**config.mk**
```make
export PLATFORM = sky130hd
export DESIGN_NAME = fetch_controller
export DESIGN_NICKNAME = d
export VERILOG_FILES = /design/src/rtl/riscv_pkg.sv /design/src/rtl/fetch_buffer.sv /design/src/rtl/fetch_controller.sv
export SDC_FILE = /design/constraint.sdc
export NUM_CORES = 1
export LEC_CHECK = 0
export ABC_AREA = 1
export BUFFER_PORTS_ARGS = -buffer_cell sky130_fd_sc_hd__buf_2
export CAP_MARGIN = 20
export CORE_MARGIN = 1
export CORE_UTILIZATION = 30
export DETAILED_ROUTE_END_ITERATION = 10
export PLACE_DENSITY_LB_ADDON = 0.12
export SLEW_MARGIN = 20
export SYNTH_ARGS = -nofsm -noshare
export SYNTH_HDL_FRONTEND = slang
export SYNTH_HIERARCHICAL = 1
export SYNTH_SLANG_ARGS = --single-unit
```
**constraint.sdc**
```tcl
create_clock -name clk -period 2.62 [get_ports clk]
set_clock_uncertainty 0.15 [all_clocks]
set_input_delay 0.262 -clock clk [delete_from_list [all_inputs] [get_ports clk]]
set_output_delay 0.262 -clock clk [all_outputs]
set_load 0.01 [all_outputs]
```
**src/rtl/riscv_pkg.sv**
```systemverilog
// riscv_pkg: shared fetch types and defaults
package riscv_pkg;
  localparam int XLEN = 32;
  localparam logic [XLEN-1:0] RESET_PC = '0;
  localparam int PC_STEP = 4;
  typedef enum logic [1:0] {S_RESET, S_REQ, S_WAIT, S_DRAIN} fetch_state_t;
  typedef struct packed {
    logic [XLEN-1:0] pc;
    logic [31:0]     instr;
  } fetch_entry_t;
endpackage

```
**src/rtl/fetch_buffer.sv**
```systemverilog
// fetch_buffer: synchronous FIFO of fetch entries with flush
module fetch_buffer
  import riscv_pkg::*;
#(
  parameter int DEPTH = 2,
  localparam int AW = $clog2(DEPTH)
) (
  input  logic         clk,
  input  logic         rst_n,
  input  logic         i_push,
  input  fetch_entry_t i_data,
  input  logic         i_pop,
  input  logic         i_flush,
  output fetch_entry_t o_head,
  output logic [AW:0]  o_count,
  output logic         o_full,
  output logic         o_empty
);
  fetch_entry_t r_mem [DEPTH];
  logic [AW-1:0] r_wr, r_rd;
  logic [AW:0] r_count;
  always_ff @(posedge clk or negedge rst_n) begin
    if (!rst_n) begin
      for (int i = 0; i < DEPTH; i++) r_mem[i] <= '0;
      r_wr <= '0;
      r_rd <= '0;
      r_count <= '0;
    end else if (i_flush) begin
      r_wr <= '0;
      r_rd <= '0;
      r_count <= '0;
    end else begin
      if (i_push) begin
        r_mem[r_wr] <= i_data;
        r_wr <= r_wr + AW'(1);
      end
      if (i_pop) r_rd <= r_rd + AW'(1);
      r_count <= r_count + (AW+1)'(i_push) - (AW+1)'(i_pop);
    end
  end
  assign o_head = r_mem[r_rd];
  assign o_count = r_count;
  assign o_full = r_count == (AW+1)'(DEPTH);
  assign o_empty = r_count == '0;
endmodule

```
**src/rtl/fetch_controller.sv**
```systemverilog
// fetch_controller: owns the PC, issues single-outstanding imem requests,
// buffers responses for decode and discards stale responses after redirects
module fetch_controller #(
  parameter int XLEN = 32,
  parameter logic [XLEN-1:0] RESET_PC = '0,
  parameter int PC_STEP = 4,
  parameter int FIFO_DEPTH = 2
) (
  input  logic            clk,
  input  logic            rst,
  output logic            imem_req_valid,
  input  logic            imem_req_ready,
  output logic [XLEN-1:0] imem_req_addr,
  input  logic            imem_rsp_valid,
  input  logic [31:0]     imem_rsp_data,
  input  logic            redirect_valid,
  input  logic [XLEN-1:0] redirect_pc,
  output logic            if_valid,
  input  logic            if_ready,
  output logic [31:0]     if_instr,
  output logic [XLEN-1:0] if_pc
);
  import riscv_pkg::*;
  localparam int CW = $clog2(FIFO_DEPTH) + 1;
  fetch_state_t r_state, w_next;
  logic [XLEN-1:0] r_pc, r_req_pc;
  fetch_entry_t w_head, w_entry;
  logic [CW-1:0] w_count;
  logic w_full, w_empty, w_hs, w_rsp, w_redir, w_pop, w_push;
  assign w_redir = redirect_valid && r_state != S_RESET;
  assign imem_req_valid = r_state == S_REQ && w_count < CW'(FIFO_DEPTH);
  assign imem_req_addr = r_pc;
  assign w_hs = imem_req_valid && imem_req_ready;
  // responses outside WAIT/DRAIN violate the protocol and are ignored
  assign w_rsp = imem_rsp_valid && (r_state == S_WAIT || r_state == S_DRAIN);
  assign w_push = r_state == S_WAIT && w_rsp && !w_full;
  assign w_entry = '{pc: r_req_pc, instr: imem_rsp_data};
  assign if_valid = !w_empty && !redirect_valid;
  assign w_pop = if_valid && if_ready;
  assign if_instr = w_head.instr;
  assign if_pc = w_head.pc;
  always_comb begin
    w_next = r_state;
    case (r_state)
      S_RESET: w_next = S_REQ;
      S_REQ:   w_next = w_hs ? (w_redir ? S_DRAIN : S_WAIT) : S_REQ;
      default: w_next = w_rsp ? S_REQ : (w_redir ? S_DRAIN : r_state);
    endcase
  end
  always_ff @(posedge clk or negedge rst) begin
    if (!rst) begin
      r_state <= S_RESET;
      r_pc <= RESET_PC;
      r_req_pc <= '0;
    end else begin
      r_state <= w_next;
      r_pc <= w_redir ? redirect_pc : w_hs ? r_pc + XLEN'(PC_STEP) : r_pc;
      if (w_hs) r_req_pc <= r_pc;
    end
  end
  fetch_buffer #(.DEPTH(FIFO_DEPTH)) u_buf (
    .clk(clk),
    .rst_n(rst),
    .i_push(w_push),
    .i_data(w_entry),
    .i_pop(w_pop),
    .i_flush(w_redir),
    .o_head(w_head),
    .o_count(w_count),
    .o_full(w_full),
    .o_empty(w_empty)
  );
endmodule

```
==> flow_summary.toml, run 1 <==
[finish]
syn2layout_area_growth_pct = 24.7
n_fill_cell = 3285
nets = 1372
postLayoutCellArea_um2 = 12000
drive_gt1_share_pct = 27.2
diodes = 0

[timing]
max-slew-margin-rel_pct = 60.5
max_clock_freq_mhz = 435
fin_crit_sh_pct = 87.7
hold_violations = 0
fin_crit_ps = 2300
tightest_slew_ps = 592
final-setup-viol-count = 0
rsz0062_at_grt = "no"
fin_ws_ps = 323
drv_slew = 0
fin_tns_setup_ps = 0

[setup_path]
critPathLaunchType = "register"
worstPathRequired_ps = 2210
ff2ff_setup_slack_ps = 660
r2r-end = "imem_req_addr[15]$_DFFE_PN0P_"
crit_path_end_kind = "output port"
reg2reg_from = "r_state[1]$_DFFE_PN0P_"
setup.worst_path.start = "u_buf/r_rd$_DFFE_PN0P_"
r2r_cells = 7
crit_fanout = 36
worstPathArrival_ps = 1880
crit_type = "register to output port"
cp-endpoint = "if_instr[31]"

[drt]
antenna_left = 0
drc = 0
wl_per_cell_um = 14.5
vias_per_cell = 4.39
vias = 7530
drt_iter0_markers = 440
firstDrtPassIters = 5
wl_um = 24800

[power_and_ir_drop]
power_density_nw_per_um2 = 872
leakage_uw = 0.00606
peakVddDrop_v = 0.000471

[placement]
place_hpwl_um = 17200
io_buffers = 167
dpl-instance-area_um2 = 10800
place_ws_ps = 663
place_congestion = 0.828

[clock_network]
cts.clk_slew.worst_paths_ps = 70
post-cts-setup-buffers = 0
clk_latency_ps = 440
clockBufferDepth = 2
cts_tree = "built"
numCtsBuffers = 17
cts_resized = 0
root_buffer = "clkbuf_16"
cts_max_level = 4
clock_sinks = 198

[grt]
grt_max_degree = 99
grt_pass1_wl_um = 40400
grt_pass1_vias = 7414
overflow = 0
antenna_found_initial = 0
grt_usage_pct = 15.6

[die]
die_x_um = 181
die_h_um = 181
rows = 65
ios = 168
start_util_pct = 30.5
fp.coreArea_um2 = 31600
die_area_um2 = 32900

[worst_hold_path]
hold_path.class = "primary input to register"

[logic_synthesis]
synthDistinctLibCells = 32
yosysWarnings = 6
yosysTopAreaCell = "dfrtp_1"
synth_top_area_share_pct = 51.3
synthesis.nets = 1153
syn_area_per_cell_um2 = 8.95
syn_inst = 1080
seq_area_frac_synth_pct = 51.3
netlist_area_um2 = 9660
ys_ff_latch = 198
synth_area_leaders = "dfrtp_1 (51%), nand2_1 (12%), mux2_2 (7.5%), o21ai_2 (5.9%), inv_1 (5.1%)"

[run]
maxCapViolations = 0

[outcome]
status = "completed"
==> cell usage in the layout (no fill, tap or decap), types with 3 or more instances in the layout <==
master | Yosys | layout
mux2_2 | 64 | 64
inv_6 | 0 | 5
inv_2 | 3 | 3
clkbuf_16 | 0 | 17
clkbuf_8 | 0 | 3
xor2_1 | 4 | 4
buf_12 | 0 | 8
o21ai_1 | 79 | 79
nand3_1 | 45 | 45
a21oi_1 | 3 | 3
buf_4 | 10 | 10
buf_2 | 14 | 166
nor3_1 | 3 | 3
dfrtp_1 | 198 | 197
o21ai_0 | 36 | 36
o21ai_2 | 65 | 65
nor2_1 | 53 | 53
o211ai_1 | 9 | 9
inv_1 | 131 | 131
nand2_1 | 317 | 317
ha_1 | 3 | 3
dlygate4sd3_1 | 0 | 65
nand4_1 | 3 | 3
==> how the worst min path moves through the flow <==
stage	start	end	slack, ps	depth (start not counted)
6_report	redirect_pc[23]	imem_req_addr[23]$_DFFE_PN0P_	50	5
5_1_grt	redirect_pc[23]	imem_req_addr[23]$_DFFE_PN0P_	30	5
4_1_cts	redirect_pc[23]	imem_req_addr[23]$_DFFE_PN0P_	5	5
3_5_place_dp	rst	u_buf/r_mem[25]$_DFFE_PN0P_	160	1
3_3_place_gp	rst	u_buf/r_mem[25]$_DFFE_PN0P_	160	1
2_1_floorplan	rst	imem_req_addr[0]$_DFFE_PN0P_	-180	0
==> worst max-delay path, stage by stage (launching register included) <==
cell,delay (ps)
dfrtp_2,600
buf_12,290
mux2_2,380
buf_2,140
==> state kept, by name (all words and copies together) (netlist names) <==
register	flops
imem_req_addr	32
u_buf/r_mem	128
u_buf/o_count	2
r_state	2
r_req_pc	32
u_buf/r_rd	1
u_buf/r_wr	1
==> what timing repair did <==
| action | 4_1_cts | 5_1_grt |
|---|---|---|
| hold buffers | 65 | 0 |
| setup endpoints to repair | 0 | 0 |
| endpoints found under the hold margin | 156 | 0 |
==> power breakdown <==
group	total, uW	switching (uW)	internal (uW)
combinational	3420	1980	1440
clock	2540	1250	1290
sequential	4540	647	3890
total	10500	3880	6630
==> metal layers <==
layer / track usage, % / up-vias / share of wire (%)
li1: - / 3901 / -
met1: 23.3 / 3436 / 53
met5: 0 / - / 0
met3: 2.77 / 13 / 3.6
met4: 3.80 / 0 / 1.1
met2: 23.2 / 180 / 42
==> cell type report <==
| cell class | count | area [um^2] | share of cell area, % |
|---|---|---|---|
| flip-flops and latches | 198 | 4960 | 41.1 |
| multi-input cells | 698 | 3800 | 31.6 |
| repair buffers | 250 | 1730 | 14.4 |
| inverters | 134 | 503 | 4.17 |
| well taps | 402 | 503 | 4.17 |
| clock buffers | 21 | 460 | 3.82 |
| clock inverters | 11 | 90.1 | 0.748 |
==> logic make-up (layout without fill, tap and decap cells) <==
logic type	Yosys count	count (layout)	share of synthesized area, %
AND/OR/NAND/NOR	433	433	18.2
flip-flops	198	198	51.3
adder cells (fa/ha/maj)	3	3	0.388
buffers and inverters	184	416	9.43
AO/OA/AOI/OAI	193	193	12.8
XOR/XNOR	4	4	0.363
multiplexers	65	65	7.57
==> cells in the mapped netlist, drive strengths merged <==
master and instances:
o21ai 180, nand3 46, buf 46, inv 134
clkbuf 4, ha 3, nand4 3, nor3 4
dfrtp 198, a21oi 3, nor3b 1, mux2 65
nand2 319, or2 1, and3 1, xor2 4
nor2 56, o21bai 1, nand3b 2, o211ai 9
==> stage by stage <==
stage	total power, uW	util [%]	hold slack (ps)	cells
after floorplan	6640	-	-184	1080
after global placement	7970	34.3	156	1617
after detailed placement	8000	34.3	162	1617
after CTS	10700	38.1	4.98	1714
after global routing	11300	38.1	31.1	1714
final	10500	38.1	45.0	1714
(Power assumes the default switching activity.)
==> run 2, diff against run 1 <==
--- a/constraint.sdc
+++ b/constraint.sdc
@@ -3,3 +3,3 @@
 set_input_delay 0.262 -clock clk [delete_from_list [all_inputs] [get_ports clk]]
 set_output_delay 0.262 -clock clk [all_outputs]
-set_load 0.01 [all_outputs]
+set_load 0.05 [all_outputs]
==> run 2 against run 1 <==
Sequential power is essentially flat. Clock-buffer cell count shrank 3. Global-route usage grew 0.066 points. Non-clock buffer count shrank 1. Cell area grew 0.18%. Total power grew 17%. First-iteration DRC count grew 3.9%. Largest cell class unchanged.
==> flow_summary.toml, run 2 (same netlist as run 1, synthesis figures left out) <==
[outcome]
status = "completed"

[finish]
postLayoutCellArea_um2 = 12100
nets = 1371
final_cell_mix = "nand2_1 (317), dfrtp_1 (197), buf_2 (166)"
top_register = "u_buf/r_mem"
n_fill_cell = 3296
largest_reg_flops = 128
layout_commonest_cell = "nand2_1"
drive_gt1_share_pct = 27.4
regArea_um2 = 4960
syn2layout_area_growth_pct = 24.9
diodes = 0
multiInputGateArea_um2 = 3800

[clock_network]
clk_latency_ps = 440
cts_tree = "built"
clockBufferDepth = 2
clock_sinks = 198
cts_resized = 0
cts.clk_slew.worst_paths_ps = 70
numCtsBuffers = 17
cts_max_level = 4
root_buffer = "clkbuf_16"

[die]
rows = 65
fp.coreArea_um2 = 31600
die_h_um = 181
die_x_um = 181
ios = 168
die_area_um2 = 32900
start_util_pct = 30.5

[setup_path]
critPathMaxStageDelay_ps = 590
cpMaxStageDelayCell = "dfrtp_2"
crit_fanout = 36
worstPathRequired_ps = 2210
crit_path_end_kind = "output port"
cp_cell_sequence = "buf_12 > mux2_2 > buf_2"
worstPathArrival_ps = 1930
path_delay_family = "flip-flops"
path_buf_inv = 2
crit_type = "register to output port"
critPathLaunchType = "register"

[timing]
fin_ws_ps = 276
final-setup-viol-count = 0
fin_crit_ps = 2340
max-slew-margin-rel_pct = 61.3
fin_tns_setup_ps = 0
drv_slew = 0
tightest_slew_ps = 580
max_clock_freq_mhz = 427
fin_crit_sh_pct = 89.5
hold_violations = 0
rsz0062_at_grt = "no"

[placement]
io_buffers = 167
place_congestion = 0.820
place_ws_ps = 646
dpl-instance-area_um2 = 10800
place_hpwl_um = 17200

[grt]
grt_use_met3_pct = 3.09
grt_usage_pct = 15.7
overflow = 0
grt_max_degree = 99
grt_most_used_layer = "met2"
grt_use_met1_pct = 23.1
grt_pass1_wl_um = 40600
grtUsageMet2_pct = 23.4
antenna_found_initial = 0
grt_pass1_vias = 7504

[drt]
vias_per_cell = 4.38
drc = 0
wl_per_cell_um = 14.4
firstDrtPassIters = 4
vias = 7505
wl_um = 24700
drt_iter0_markers = 457
antenna_left = 0

[run]
maxCapViolations = 0

[power_and_ir_drop]
leakage_uw = 0.00606
peakVddDrop_v = 0.000458
power_density_nw_per_um2 = 1020

[worst_hold_path]
hold_path.class = "primary input to register"
[run 2: power by group]
part	internal, uW	total [uW]	switching, uW	leakage, uW
sequential	3890	4530	643	0.00261
combinational	1450	5140	3690	0.00318
clock	1360	2620	1250	0.000278
total	6700	12300	5580	0.00606
[run 2: timing repair]
| action | in CTS | in global routing |
|---|---|---|
| buffers inserted | 0 | 0 |
| hold buffers | 64 | 0 |
| hold endpoints to repair | 155 | 0 |
[run 2: area by class of cell]
type / count / area share (%)
clock buffer: 18 / 3.64
tap: 402 / 4.17
timing repair buffer: 249 / 14.3
sequential: 198 / 41.1
clock inverter: 14 / 1.18
multi-input combinational: 698 / 31.5
inverter: 134 / 4.17
[run 2: worst paths after layout]
kind,startpoint,endpoint,slack [ps],cells past startpoint
setup reg to reg,r_state[1]$_DFFE_PN0P_,imem_req_addr[15]$_DFFE_PN0P_,670,7
hold / removal,redirect_pc[31],imem_req_addr[31]$_DFFE_PN0P_,40,5
setup / recovery,u_buf/r_rd$_DFFE_PN0P_,if_instr[31],280,3
max in group asynchronous,rst,imem_req_addr[22]$_DFFE_PN0P_,1330,3
hold reg to reg,u_buf/r_mem[27]$_DFFE_PN0P_,u_buf/r_mem[27]$_DFFE_PN0P_,330,2
min in group asynchronous,rst,u_buf/r_mem[90]$_DFFE_PN0P_,250,2
[run 2: through the flow]
stage                     cells  total power (uW)  util (%)  hold WS (ps)
final                      1713             12300      38.1          38.1
after global routing       1713             13100      38.1          43.9
after CTS                  1713             12500      38.1          7.60
after detailed placement   1617              9720      34.3           155
after global placement     1617              9680      34.3           157
after floorplan            1080              8370         -          -184
[run 2: worst register-to-register path: stages (launching register included)]
cell and delay (ps):
dfrtp_1 440, o21ai_2 230, inv_2 70, buf_4 250
nor2_2 140, buf_4 330, o21ai_1 130, o21bai_1 140
[run 2: layer usage]
metal / share of wire (%) / vias to the layer above
li1: - / 3900
met2: 43 / 155
met4: 0.84 / 0
met3: 3.5 / 9
met5: 0 / -
met1: 53 / 3441
==> run 3, diff against run 2 <==
Settings changed: PLACE_DENSITY_LB_ADDON 0.12 to 0.2, RECOVER_POWER from default to 100.
==> run 3 against run 2 <==
The flow now finishes with violations (capacitance limit, slew limit). Sequential cell count unchanged. Utilization down 1.2 points. Largest cell class unchanged. Highest routed layer unchanged. Worst hold slack worse by 24 ps. Via count up 0.64%.
==> flow_summary.toml, run 3 (same netlist as run 1, synthesis figures left out) <==
[drt]
antenna_left = 0
firstDrtPassIters = 5
wl_um = 24100
vias_per_cell = 4.42
drt_iter0_markers = 489
drc = 0
vias = 7553
wl_per_cell_um = 14.1

[timing]
drv_slew = 53
hold_violations = 0
max_clock_freq_mhz = 427
final-setup-viol-count = 0
fin_crit_sh_pct = 89.3
fin_ws_ps = 280
tightest_slew_ps = 1550
rsz0062_at_grt = "no"
fin_tns_setup_ps = 0
fin_crit_ps = 2340
max-slew-margin-rel_pct = -3.58

[setup_path]
r2r-end = "u_buf/r_mem[114]$_DFFE_PN0P_"
ff2ff_setup_slack_ps = 390
crit_path_end_kind = "output port"
critPathLaunchType = "register"
r2r_cells = 8
path_delay_family = "buffers and inverters"
path_buf_inv = 2
worstPathArrival_ps = 1930
crit_fanout = 50
critPathMaxStageDelay_ps = 440
crit_type = "register to output port"
cpMaxStageDelayCell = "buf_6"
cp_cell_sequence = "buf_6 > mux2_2 > clkbuf_2"
reg2reg_from = "u_buf/o_count[1]$_DFF_PN0_"
worstPathRequired_ps = 2210

[die]
rows = 65
die_h_um = 181
die_area_um2 = 32900
start_util_pct = 30.5
ios = 168
die_x_um = 181
fp.coreArea_um2 = 31600

[finish]
layout_commonest_cell = "nand2_1"
nets = 1368
finish.utilization_pct = 37.0
largest_reg_flops = 128
diodes = 0
drive_gt1_share_pct = 18.9
top_register = "u_buf/r_mem"
final_cell_mix = "nand2_1 (318), dfrtp_1 (197), o21ai_0 (172)"
syn2layout_area_growth_pct = 21.0

[clock_network]
root_buffer = "clkbuf_16"
cts.clk_slew.worst_paths_ps = 80
cts_resized = 0
clk_latency_ps = 430
cts_max_level = 4
clock_sinks = 198
cts_tree = "built"
numCtsBuffers = 17
clockBufferDepth = 2

[worst_hold_path]
holdPathStages = 4
holdPathEnd = "imem_req_addr[5]$_DFFE_PN0P_"
hold_path.class = "primary input to register"
min_from = "imem_req_ready"

[grt]
grt_pass1_vias = 7505
grt_max_degree = 129
grt_pass1_wl_um = 40200
overflow = 0
grt_usage_pct = 15.3
antenna_found_initial = 0

[placement]
place_congestion = 0.834
place_ws_ps = 544
io_buffers = 167
place_hpwl_um = 16200

[outcome]
status = "finished with violations"
violations = "capacitance limit, slew limit"

[power_and_ir_drop]
peakVddDrop_v = 0.000476
power_density_nw_per_um2 = 1020
leakage_uw = 0.00579

[run]
maxCapViolations = 1
-- run 3: cell types whose count changed in the layout (fill, tap and decap cells not counted), moves of 3 or more --
cell / previous run / this run
mux2_1: 1 / 8
buf_2: 166 / 78
buf_12: 8 / 5
o21ai_0: 36 / 172
clkinv_4: 2 / 5
clkbuf_2: 0 / 57
buf_4: 10 / 5
o21ai_2: 65 / 2
mux2_2: 64 / 57
o21ai_1: 79 / 6
clkbuf_1: 0 / 36
-- run 3: metal layers --
| metal | global-route usage [%] | wire length (um) | vias to the layer above | share of wire [%] |
|---|---|---|---|---|
| met1 | 22.3 | 12600 | 3479 | 52 |
| met3 | 2.99 | 851 | 15 | 3.5 |
| li1 | - | - | 3881 | - |
| met5 | 0 | 0 | - | 0 |
| met4 | 4.03 | 266 | 0 | 1.1 |
| met2 | 22.9 | 10400 | 178 | 43 |
-- run 3: worst min-delay path: cells and delay by family --
family	cells	cell delay, ps
simple gates	2	150
buf+inv	1	90
compound gates	1	50
-- run 3: worst max path at each step --
stage	cells after the start	start	slack (ps)	endpoint
5_1_grt	8	u_buf/o_count[1]$_DFF_PN0_	180	u_buf/r_mem[75]$_DFFE_PN0P_
3_5_place_dp	8	u_buf/o_count[1]$_DFF_PN0_	540	u_buf/r_mem[125]$_DFFE_PN0P_
2_1_floorplan	10	imem_req_addr[3]$_DFFE_PN0P_	650	imem_req_addr[28]$_DFFE_PN0P_
3_3_place_gp	8	u_buf/o_count[1]$_DFF_PN0_	590	u_buf/r_mem[125]$_DFFE_PN0P_
6_report	3	u_buf/r_rd$_DFFE_PN0P_	280	if_pc[22]
4_1_cts	3	u_buf/r_rd$_DFFE_PN0P_	400	if_pc[23]
-- run 3: per-stage QoR --
stage	hold WS [ps]	cells	cell area, um^2	power, uW
after floorplan	-184	1080	9660	8370
after CTS	5.46	1710	12000	12300
after global placement	131	1613	10800	9610
after detailed placement	135	1613	10800	9660
final	13.7	1710	11700	11900
after global routing	60.0	1710	11700	12800
-- run 3: cell type report --
class / count / area [um^2]
well taps: 402 / 503
fillers: 3391 / 19900
multi-input cells: 698 / 3570
clock inverters: 13 / 114
inverters: 134 / 503
repair buffers: 246 / 1610
clock buffers: 19 / 443
flip-flops and latches: 198 / 4960
-- run 3: what timing repair did --
action / in CTS / in global routing
hold buffers: 65 / 0
setup buffers: 0 / 0
endpoints found under the hold margin: 147 / 0
-- run 3: power by group --
group	leakage, uW	total, uW	switching [uW]	internal, uW
registers	0.00261	4520	629	3890
logic	0.00291	4880	3590	1300
clock network	0.000273	2520	1250	1270
total	0.00579	11900	5470	6460
